==> src/rtl/snake_pkg.sv <==
// Shared snake-game definitions: direction codes, FSM state encodings and grid geometry.
// The head mover, body/trail logic and VGA renderer all import this package.
package snake_pkg;

  localparam logic [2:0] DIR_NONE  = 3'd0;
  localparam logic [2:0] DIR_UP    = 3'd1;
  localparam logic [2:0] DIR_DOWN  = 3'd2;
  localparam logic [2:0] DIR_LEFT  = 3'd3;
  localparam logic [2:0] DIR_RIGHT = 3'd4;

  typedef enum logic [1:0] {
    ST_IDLE = 2'd0,
    ST_RUN  = 2'd1,
    ST_DEAD = 2'd2
  } state_t;

  localparam int GRID_W_DEF = 40;
  localparam int GRID_H_DEF = 30;
  localparam int CELL_SIZE  = 16;

  function automatic logic is_valid_dir(input logic [2:0] d);
    return (d >= DIR_UP) && (d <= DIR_RIGHT);
  endfunction

  // A move straight back into the body's own neck is a reversal.
  function automatic logic is_opposite(input logic [2:0] a, input logic [2:0] b);
    case (a)
      DIR_UP:    return b == DIR_DOWN;
      DIR_DOWN:  return b == DIR_UP;
      DIR_LEFT:  return b == DIR_RIGHT;
      DIR_RIGHT: return b == DIR_LEFT;
      default:   return 1'b0;
    endcase
  endfunction

endpackage

==> src/rtl/snake_tick_gen.sv <==
// Game-step prescaler: counts enabled cycles and strobes tc on the last one of each period.
module snake_tick_gen #(
  parameter int TICK_DIV = 6250000
) (
  input  logic clk,
  input  logic reset,
  input  logic en,
  input  logic clr,
  output logic tc
);

  localparam int CW = $clog2(TICK_DIV);
  localparam logic [CW-1:0] LAST = CW'(TICK_DIV - 1);

  logic [CW-1:0] cnt;

  assign tc = en && (cnt == LAST);

  always_ff @(posedge clk) begin
    if (!reset) begin
      cnt <= '0;
    end else if (clr) begin
      cnt <= '0;
    end else if (en) begin
      cnt <= tc ? '0 : cnt + 1'b1;
    end
  end

endmodule

==> src/rtl/snake_head_mover.sv <==
// Snake head controller: commits a direction once per game step, refuses reversals,
// moves the head on the cell grid and ends the game on a wall hit (or wraps).
module snake_head_mover
  import snake_pkg::*;
#(
  parameter int GRID_W   = GRID_W_DEF,
  parameter int GRID_H   = GRID_H_DEF,
  parameter int X_W      = 6,
  parameter int Y_W      = 5,
  parameter int TICK_DIV = 6250000,
  parameter int START_X  = 20,
  parameter int START_Y  = 15,
  parameter int WRAP     = 0
) (
  input  logic           clk,
  input  logic           reset,
  input  logic [2:0]     dir_in,
  input  logic           pause,
  input  logic           restart,
  output logic [X_W-1:0] head_x,
  output logic [Y_W-1:0] head_y,
  output logic [2:0]     cur_dir,
  output logic           step_pulse,
  output logic           game_over,
  output logic [1:0]     state
);

  localparam logic [X_W-1:0] X_MAX = X_W'(GRID_W - 1);
  localparam logic [Y_W-1:0] Y_MAX = Y_W'(GRID_H - 1);
  localparam logic [X_W-1:0] X0    = X_W'(START_X);
  localparam logic [Y_W-1:0] Y0    = Y_W'(START_Y);

  state_t         state_q;
  logic [2:0]     pending_dir;
  logic           tc;
  logic           running;
  logic [2:0]     ref_dir;
  logic           accept_dir;
  logic [X_W-1:0] next_x;
  logic [Y_W-1:0] next_y;
  logic           hit_wall;

  assign running = (state_q == ST_RUN);
  assign state   = state_q;

  snake_tick_gen #(
    .TICK_DIV(TICK_DIV)
  ) u_tick (
    .clk  (clk),
    .reset(reset),
    .en   (running && !pause),
    .clr  (!running),
    .tc   (tc)
  );

  // On a step edge the direction about to be committed is the one a new request must not reverse.
  assign ref_dir    = tc ? pending_dir : cur_dir;
  assign accept_dir = is_valid_dir(dir_in) && !is_opposite(dir_in, ref_dir);

  always_comb begin
    next_x   = head_x;
    next_y   = head_y;
    hit_wall = 1'b0;
    case (pending_dir)
      DIR_UP: begin
        if (head_y == '0) begin
          if (WRAP != 0) next_y = Y_MAX;
          else           hit_wall = 1'b1;
        end else begin
          next_y = head_y - 1'b1;
        end
      end
      DIR_DOWN: begin
        if (head_y == Y_MAX) begin
          if (WRAP != 0) next_y = '0;
          else           hit_wall = 1'b1;
        end else begin
          next_y = head_y + 1'b1;
        end
      end
      DIR_LEFT: begin
        if (head_x == '0) begin
          if (WRAP != 0) next_x = X_MAX;
          else           hit_wall = 1'b1;
        end else begin
          next_x = head_x - 1'b1;
        end
      end
      DIR_RIGHT: begin
        if (head_x == X_MAX) begin
          if (WRAP != 0) next_x = '0;
          else           hit_wall = 1'b1;
        end else begin
          next_x = head_x + 1'b1;
        end
      end
      default: ;
    endcase
  end

  always_ff @(posedge clk) begin
    if (!reset) begin
      state_q     <= ST_IDLE;
      head_x      <= X0;
      head_y      <= Y0;
      cur_dir     <= DIR_NONE;
      pending_dir <= DIR_NONE;
      step_pulse  <= 1'b0;
      game_over   <= 1'b0;
    end else begin
      step_pulse <= 1'b0;
      case (state_q)
        ST_IDLE: begin
          if (is_valid_dir(dir_in)) begin
            pending_dir <= dir_in;
            state_q     <= ST_RUN;
          end
        end
        ST_RUN: begin
          if (accept_dir) pending_dir <= dir_in;
          if (tc) begin
            cur_dir <= pending_dir;
            if (hit_wall) begin
              state_q   <= ST_DEAD;
              game_over <= 1'b1;
            end else begin
              head_x     <= next_x;
              head_y     <= next_y;
              step_pulse <= 1'b1;
            end
          end
        end
        ST_DEAD: begin
          if (restart) begin
            state_q     <= ST_IDLE;
            head_x      <= X0;
            head_y      <= Y0;
            cur_dir     <= DIR_NONE;
            pending_dir <= DIR_NONE;
            game_over   <= 1'b0;
          end
        end
        default: state_q <= ST_IDLE;
      endcase
    end
  end

endmodule

==> config.mk <==
export PLATFORM = sky130hd
export DESIGN_NAME = snake_head_mover
export DESIGN_NICKNAME = d
export VERILOG_FILES = /design/src/rtl/snake_pkg.sv /design/src/rtl/snake_tick_gen.sv /design/src/rtl/snake_head_mover.sv
export SDC_FILE = /design/constraint.sdc
export NUM_CORES = 1
export LEC_CHECK = 0
export CAP_MARGIN = 25
export CORE_ASPECT_RATIO = 0.6
export CORE_MARGIN = 10
export CORE_UTILIZATION = 30
export DETAILED_ROUTE_END_ITERATION = 10
export PLACE_DENSITY = 0.56
export SLEW_MARGIN = 40
export SYNTH_ARGS = -nofsm -noshare
export SYNTH_HDL_FRONTEND = slang
export SYNTH_SLANG_ARGS = --single-unit
export TNS_END_PERCENT = 1
==> constraint.sdc <==
create_clock -name clk -period 2.3 [get_ports clk]
set_input_delay 0.575 -clock clk [delete_from_list [all_inputs] [get_ports clk]]
set_output_delay 0.575 -clock clk [all_outputs]
set_load 0.01 [all_outputs]
After elaboration in Yosys (flattened, before gate mapping)

Index checks and enable logic that the tools add are counted.

Register bits: 44
Output and inout port bits: 18
Word-level logic and storage cells: 100

Add/subtract/negate cells: 5
Magnitude comparators: 2
Equal/unequal tests: 29
Mux-type cells: 37
Reductions and logical operators: 19

Operators by type and width:

| cell                                                            | number |
|---|---|
| 6-bit 2-to-1 mux                                                | 5 |
| 5-bit 2-to-1 mux                                                | 5 |
| 6-bit case mux with 2 select lines                              | 2 |
| 23-bit by 1-bit adder with 23-bit output, second input constant | 1 |
| 23-bit == test, second input constant                           | 1 |
| 23-bit 2-to-1 mux                                               | 1 |
| 5-bit case mux with 2 select lines                              | 2 |
| 3-bit by 2-bit == test with 1-bit output, second input constant | 6 |
| 7-bit AND reduction                                             | 2 |
| 3-bit 2-to-1 mux                                                | 4 |
| 3-bit != test, second input constant                            | 4 |
| 4-bit AND reduction                                             | 3 |
| 3-bit by 1-bit == test with 1-bit output, second input constant | 3 |
| 3-bit == test, second input constant                            | 3 |
| 3-bit case mux with 3 select lines                              | 1 |
| 1-bit 2-to-1 mux                                                | 8 |
| 2-bit 2-to-1 mux                                                | 4 |
| 1-bit case mux with 4 select lines                              | 2 |
| 6-bit by 1-bit adder with 6-bit output, second input constant   | 1 |
| 6-bit == test, second input constant                            | 1 |
| 6-bit logical NOT                                               | 1 |
| 2-bit by 1-bit != test with 1-bit output, second input constant | 3 |
| 2-bit != test, second input constant                            | 3 |
| 3-bit by 1-bit != test with 1-bit output, second input constant | 2 |
| other kinds (19)                                                | 24 |

Logic depth before layout (Yosys ltp)

Gate-level depths: netlist of run 1.

Word-level depth: 10
Mapped depth: 10
Mapped depth without buffers: 9

By module

Synthesis of run 1 repeated with hierarchy kept, for this count alone.

Cells, all modules: 304
Area total of the unflattened synthesis: 2592.5 um^2

Modules (own cells, without submodules):

| module           | instances | cells each | area each (um^2) |
|---|---|---|---|
| snake_head_mover | 1         | 177        | 1481.4 |
| snake_tick_gen   | 1         | 127        | 1111.1 |

Worst setup path before layout of run 1

OpenSTA, ideal clock, no wires.

Kind: reg-to-reg
Start point: reg pending_dir[1]
End point: reg head_y[4]
Setup time: 0.076 ns
Data arrival time: 2.298 ns
Data required time: 2.224 ns
Setup slack: -0.074 ns
Stages on the path, launching flop included: 10
Path buffers: 0
Cell sequence: dfxtp_1 -> nor3b_1 -> inv_1 -> fa_1 -> a21o_1 -> a21oi_1 -> xnor2_1 -> nand2b_1 -> or4_1 -> a21boi_0

Cells in the longest elaborated chain, start to end: 5
Elaborated cells between the ends (all ways): 14
Those cells by class: eq/ne: 8; mux: 5; reduce/logical: 1

RTL lines:

| element                                                                                              | line                    | text |
|---|---|---|
| start, declared                                                                                      | snake_head_mover.sv:34  | `logic [2:0] pending_dir;` |
| start signal, assigned                                                                               | snake_head_mover.sv:115 | `pending_dir <= dir_in;` |
| start signal, assigned                                                                               | snake_head_mover.sv:120 | `if (accept_dir) pending_dir <= dir_in;` |
| 3-bit by 2-bit == test with 1-bit output or 3-bit by 1-bit == test with 1-bit output (tied branches) | snake_head_mover.sv:64  | `case (pending_dir)` |
| 5-bit case mux with 2 select lines                                                                   | snake_head_mover.sv:64  |  |
| 5-bit 2-to-1 mux                                                                                     | snake_head_mover.sv:123 | `if (hit_wall) begin` |
| 5-bit 2-to-1 mux                                                                                     | snake_head_mover.sv:121 | `if (tc) begin` |
| 5-bit case mux with 2 select lines                                                                   | snake_head_mover.sv:112 | `case (state_q)` |
| end signal, assigned                                                                                 | snake_head_mover.sv:128 | `head_y <= next_y;` |
| end, declared                                                                                        | snake_head_mover.sv:21  | `output logic [Y_W-1:0] head_y,` |

Several ways; a longest one is shown, not always the timed one. The select of a mux whose other input is x is not followed.
A chain may end at the register's enable or synchronous reset.

Worst setup path in the final report of run 1

Start point: reg pending_dir[1]
End point: reg head_x[5]

Cells in the longest elaborated chain, start to end: 5
Elaborated cells between the ends (all ways): 14
Those cells by class: eq/ne: 8; mux: 5; reduce/logical: 1

RTL lines:

| element                                                                   | line                    | text |
|---|---|---|
| 3-bit == test or 3-bit by 2-bit == test with 1-bit output (tied branches) | snake_head_mover.sv:64  |  |
| 6-bit case mux with 2 select lines                                        | snake_head_mover.sv:64  |  |
| 6-bit 2-to-1 mux                                                          | snake_head_mover.sv:123 |  |
| 6-bit 2-to-1 mux                                                          | snake_head_mover.sv:121 |  |
| 6-bit case mux with 2 select lines                                        | snake_head_mover.sv:112 |  |
| end signal, assigned                                                      | snake_head_mover.sv:127 | `head_x <= next_x;` |
| end, declared                                                             | snake_head_mover.sv:20  | `output logic [X_W-1:0] head_x,` |

Several ways; a longest one is shown, not always the timed one. The select of a mux whose other input is x is not followed.

==> results of run 1 <==
[sequential cells by signal (all words and copies together), names as in the netlist]
register     cells
u_tick.cnt      23
head_x           6
head_y           5
cur_dir          3
pending_dir      3
state            2
game_over        1
step_pulse       1
[power by group]
group / switching, mW / total (mW) / internal (mW)
Clock: 0.285 / 0.680 / 0.395
Combinational: 0.137 / 0.280 / 0.143
Sequential: 0.00744 / 0.778 / 0.770
[routing by layer]
layer	vias to the layer above	routed length, um	track usage [%]	part of all wire [%]
li1	1296	-	-	-
met4	0	76	2.94	1.0
met3	8	432	3.69	5.8
met2	51	2840	15.1	38
met5	-	0	0	0
met1	1208	4150	17.6	55
[worst max-delay path by stage]
stage,from,endpoint,depth (start not counted)
floorplan,pending_dir[2],head_x[5],9
global placement,pause,pending_dir[2],8
detailed placement,pause,pending_dir[2],8
CTS,pending_dir[1],head_x[5],10
global route,pending_dir[1],head_x[5],9
finish,pending_dir[1],head_x[5],9
[metrics by stage]
step	setup WS [ns]	hold slack [ns]	cells	area [um2]	total power, mW
2_1_floorplan	0.00778	0.449	311	2570	0.923
3_3_place_gp	-0.203	0.461	486	3280	1.03
3_5_place_dp	-0.271	0.472	486	3280	1.04
4_1_cts	-0.0281	0.482	493	3430	1.73
5_1_grt	-0.0750	0.520	497	3560	1.82
6_report	0.0130	0.477	497	3560	1.74
[logic make-up (layout without fill, tap and decap cells)]
family	after synthesis	count (layout)
buffers and inverters	20	94
XOR/XNOR	24	24
AO/OA/AOI/OAI	73	73
AND/OR/NAND/NOR	140	140
adder cells (fa/ha/maj)	10	10
flip-flops	44	44
[cells in the final DEF (no fill, tap or decap), types with 3 or more instances in the layout]
master           count
a32o_1               3
clkdlybuf4s50_1     23
inv_1                9
ha_4                 3
a21oi_2              3
xnor2_1             12
o21ai_0             14
dfxtp_1             41
nor2_1              27
a21oi_1             17
buf_4               48
or3_1                5
a21boi_0             3
a21boi_1             3
and4_1               6
nand2_1             24
o21a_1               4
buf_6                3
ha_1                 5
and3_1               3
nand4_1             12
nor2b_1              6
xor2_1              11
dfxtp_2              3
nand2b_1             4
a21o_1               4
nand3b_1             3
clkbuf_16            5
nor4_1               9
nand3_1             12
nor3_1               8
[layout make-up]
type                       count  share of cell area [%]
tap                          112                    3.94
timing repair buffer          76                    18.5
clock inverter                 1                   0.141
sequential                    44                    24.9
inverter                      11                    1.16
multi-input combinational    247                    47.8
clock buffer                   6                    3.62
[worst register-to-register path, delay by kind of cell (launching register included)]
family / cells / cell delay [ns]
AOI/OAI and AO/OA: 5 / 0.88
adders and majority gates: 1 / 0.28
buffers and inverters: 1 / 0.13
DFF: 1 / 0.33
and+or+nand+nor: 2 / 0.57
[repair_timing]
action	4_1_cts	5_1_grt
buffers inserted	0	4
pin swaps	2	12
setup endpoints to repair	3	13
endpoints found under the hold margin	0	0
gates resized for setup	8	19
==> impl_metrics.ini, run 1 <==
[drt]
route.antenna.remaining_nets = 0
vias_per_cell = 5.16
wl_per_cell_um = 15.1
drc = 0
routed_wl_mm = 7.50
drt-initial-drc-count = 182
firstDrtPassIters = 4
num_vias = 2563

[timing]
hold_viol = 0
fmax_mhz = 437
setup_viol = 0
rsz0062_at_grt = true
period_minus_slack_ns = 2.29
slew_headroom_pct = 59.4
skew_ns = 0.00883
period_share_pct = 99.4
setup_tns_ns = 0
maxSlewViolCount = 0
worst_pin_slew_ns = 0.608

[finish]
syn_to_final_growth_pct = 38.8
multi_input_area_um2 = 1700
post-route-util_pct = 42.2
fillerInstances = 857
final_nets = 402
drive_above_1_share_pct = 21.6
seq_area_um2 = 885
diodes = 0

[cts]
clk_latency_ns = 0.28
hold_buffers = 0
cts_tree = yes
htree_levels = 2
cts.sinks = 44
cts_buffers = 5
cts_root_buf = clkbuf_16
cts_buffer_depth = 2
clk_pin_slew_ns = 0.06

[global_route]
grt_antenna_before_repair = 0
grt_start_max_net_pins = 21
grt_usage_pct = 11.7
grt_pass1_vias = 2391
grt-ovfl-total = 0
grt_pass1_wl_mm = 12.6

[floorplan]
design.core.area_um2 = 8430
fp.dieArea_um2 = 12800
ios = 25
die_h_um = 91.6
die_w_um = 139
num_rows = 26
initial_utilization_pct = 30.4

[synth]
ys.flop_type = dfxtp_1
synth_top_area_share_pct = 34.4
synth_xor_xnor_area_share_pct = 8.20
synthMuxAreaShare_pct = 0
synth_compound_area_share_pct = 18.6
syn_inst = 311
ys_seq_area_share_pct = 34.4
synthArstFlopShare_pct = 0
synthTopCellsByArea = dfxtp_1 (34%), xnor2_1 (4.4%), nor2_1 (4.0%)
synth_fa_ha_area_share_pct = 5.47
yosys.area.top_type = dfxtp_1
yosys_warnings = 0
synth_seq_cells = 44
synth_area_um2 = 2560
yosys.area_share.simple_pct = 30.1
synth.most_common_cell = dfxtp_1
synth_top_family_by_area = simple AND/OR/NAND/NOR gates
synth_nets = 328
ys_types = 56
yosys-top-cells-count = dfxtp_1 (44), nor2_1 (27), nand2_1 (24)
synth_enable_flop_cells = 0
syn_area_per_cell_um2 = 8.24

[critical_path]
cp.arrival_ns = 2.47
worstSetupPathType = reg -> reg
r2r_setup_slack_ns = 0.01
critPathTopFamily = compound AO/OA/AOI/OAI gates
crit_slowest_cell = or3b_4
cp_slowest_stage_delay_ns = 0.41
cp-start-kind = flip-flop
timing.rr.start = pending_dir[1]
r2r_end = head_x[5]
worst-path-max-fanout = 7
cp_cell_sequence = buf_6 -> or3b_4 -> ha_1 -> a21o_1 -> a21oi_2 -> nand4b_1 -> a31oi_1 -> o31a_1 -> o21a_1
r2r_cells = 9
cp_data_required_time_ns = 2.48
end_kind = flip-flop
path_buf_inv = 1

[worst_hold_path]
hold_class = reg -> reg
min_from = game_over
min_to = game_over
min_path_cells = 1

[pwr]
p_leak_nw = 1.26
power_density_nw_per_um2 = 488
peakVddDrop_mv = 0.239

[placed_design]
port_buffers = 24
dp.final_hpwl_mm = 5.77
gp_congestion = 0.895

[run_status]
status = finished, final reports clean

[run]
drv_cap = 0
(Power assumes the default switching activity.)
==> run 2, diff against run 1 <==
- CORE_UTILIZATION: 30 -> 45
- PLACE_DENSITY: 0.56 -> 0.75
==> impl_metrics.ini, run 2 (same netlist as run 1, synthesis figures left out) <==
[cts]
cts_buffer_depth = 2
cts_buffers = 5
cts.sinks = 44
cts_root_buf = clkbuf_8
clk_pin_slew_ns = 0.08
htree_levels = 2
clk_latency_ns = 0.29
cts_tree = yes
hold_buffers = 0

[timing]
maxSlewViolCount = 0
hold_viol = 0
timing.hold.ws_ns = 0.497
rsz0062_at_grt = true
skew_ns = 0.00446
setup_tns_ns = 0
fmax_mhz = 449
slew_headroom_pct = 65.8
setup_viol = 0
layout_setup_ws_ns = 0.0712
period_share_pct = 96.9
period_minus_slack_ns = 2.23
worst_pin_slew_ns = 0.509

[global_route]
grt_antenna_before_repair = 0
grt_start_max_net_pins = 21
grt-ovfl-total = 0
grt_usage_pct = 14.5
grt_pass1_wl_mm = 11.4
grt_pass1_vias = 2338

[floorplan]
ios = 25
num_rows = 21
fp.dieArea_um2 = 9220
design.core.area_um2 = 5540
die_h_um = 78.5
initial_utilization_pct = 46.2
die_w_um = 117

[placed_design]
port_buffers = 24
gp_congestion = 0.991
dp.final_hpwl_mm = 5.34
post-place-ws_ns = -0.110

[drt]
routed_wl_mm = 7.01
drc = 0
num_vias = 2514
drt-initial-drc-count = 205
route.antenna.remaining_nets = 0
firstDrtPassIters = 4
vias_per_cell = 5.51
wl_per_cell_um = 15.4

[pwr]
p_sw_share_pct = 25.7
p_int_mw = 1.10
power_frac_seq_pct = 52.3
power_density_nw_per_um2 = 444
p_total_mw = 1.49
power_frac_clock_pct = 30.4
p_switching_mw = 0.382
peakVddDrop_mv = 0.303
p_leak_nw = 1.17
power_frac_comb_pct = 17.3

[critical_path]
cp_data_required_time_ns = 2.49
cp.arrival_ns = 2.42
worstSetupPathType = reg -> reg
end_kind = flip-flop
worst-path-max-fanout = 3
cp-start-kind = flip-flop

[finish]
final_nets = 393
post-route-util_pct = 60.3
syn_to_final_growth_pct = 30.4
fillerInstances = 474
final_cell_mix = dfxtp_1 (42), buf_4 (41), nor2_1 (27), nand2_1 (24), clkdlybuf4s50_1 (24)
final_common_cell = dfxtp_1
drive_above_1_share_pct = 18.4
top_register = u_tick.cnt
largest_reg_flops = 23
top_regs = u_tick.cnt x23, head_x x6, head_y x5
diodes = 0

[run_status]
status = finished, final reports clean

[worst_hold_path]
hold_class = reg -> reg

[run]
drv_cap = 0
[run 2: area by class of cell]
type	count	area (um2)	area share (%)
repair buffers	67	579	17.3
flip-flops and latches	44	883	26.4
clock inverters	1	5.00	0.150
clock buffers	6	72.6	2.17
inverters	11	41.3	1.24
multi-input cells	247	1660	49.7
well taps	80	100	3.00
[run 2: final timing paths]
check                                    start       endpoint  slack (ns)  cells after the start
worst min-delay path             u_tick.cnt[1]  u_tick.cnt[1]        0.50                      2
worst max register to register  pending_dir[1]      head_x[5]        0.07                      9
worst min register to register   u_tick.cnt[1]  u_tick.cnt[1]        0.50                      2
worst max-delay path            pending_dir[1]      head_x[5]        0.07                      9
[run 2: metal layers]
metal | routed length (um) | part of all wire (%) | global-route usage (%)
met1 | 3630 | 52 | 21.3
met2 | 2810 | 40 | 19.8
met3 | 515 | 7.3 | 3.71
met4 | 55 | 0.78 | 4.10
met5 | 0 | 0 | 0
[run 2: worst max-delay path, stage by stage (launching register included)]
cell      delay [ns]
dfxtp_1         0.32
buf_4           0.13
or3b_4          0.37
ha_1            0.27
a21o_1          0.19
a21oi_4         0.17
nand4b_1        0.17
a31oi_1         0.10
o31a_1          0.24
o21a_1          0.17
[run 2: power by group through the flow]
| stage | clock [mW] | combinational (mW) | sequential, mW |
|---|---|---|---|
| finish | 0.452 | 0.257 | 0.777 |
| global route | 0.497 | 0.277 | 0.779 |
| CTS | 0.461 | 0.238 | 0.776 |
| detailed placement | 0 | 0.232 | 0.793 |
| global placement | 0 | 0.227 | 0.792 |
| floorplan | 0 | 0.126 | 0.796 |
[run 2: timing repair]
action                                  4_1_cts  5_1_grt
pin swaps                                     2       10
hold endpoints to repair                      0        0
cloned                                        0        0
setup buffers                                 1        0
endpoints found under the setup margin        2        4
gates resized for setup                       4       12
[run 2: stage by stage]
stage	instances	area (um2)
finish	456	3340
global route	456	3340
CTS	456	3290
detailed placement	448	3190
global placement	448	3190
floorplan	311	2570
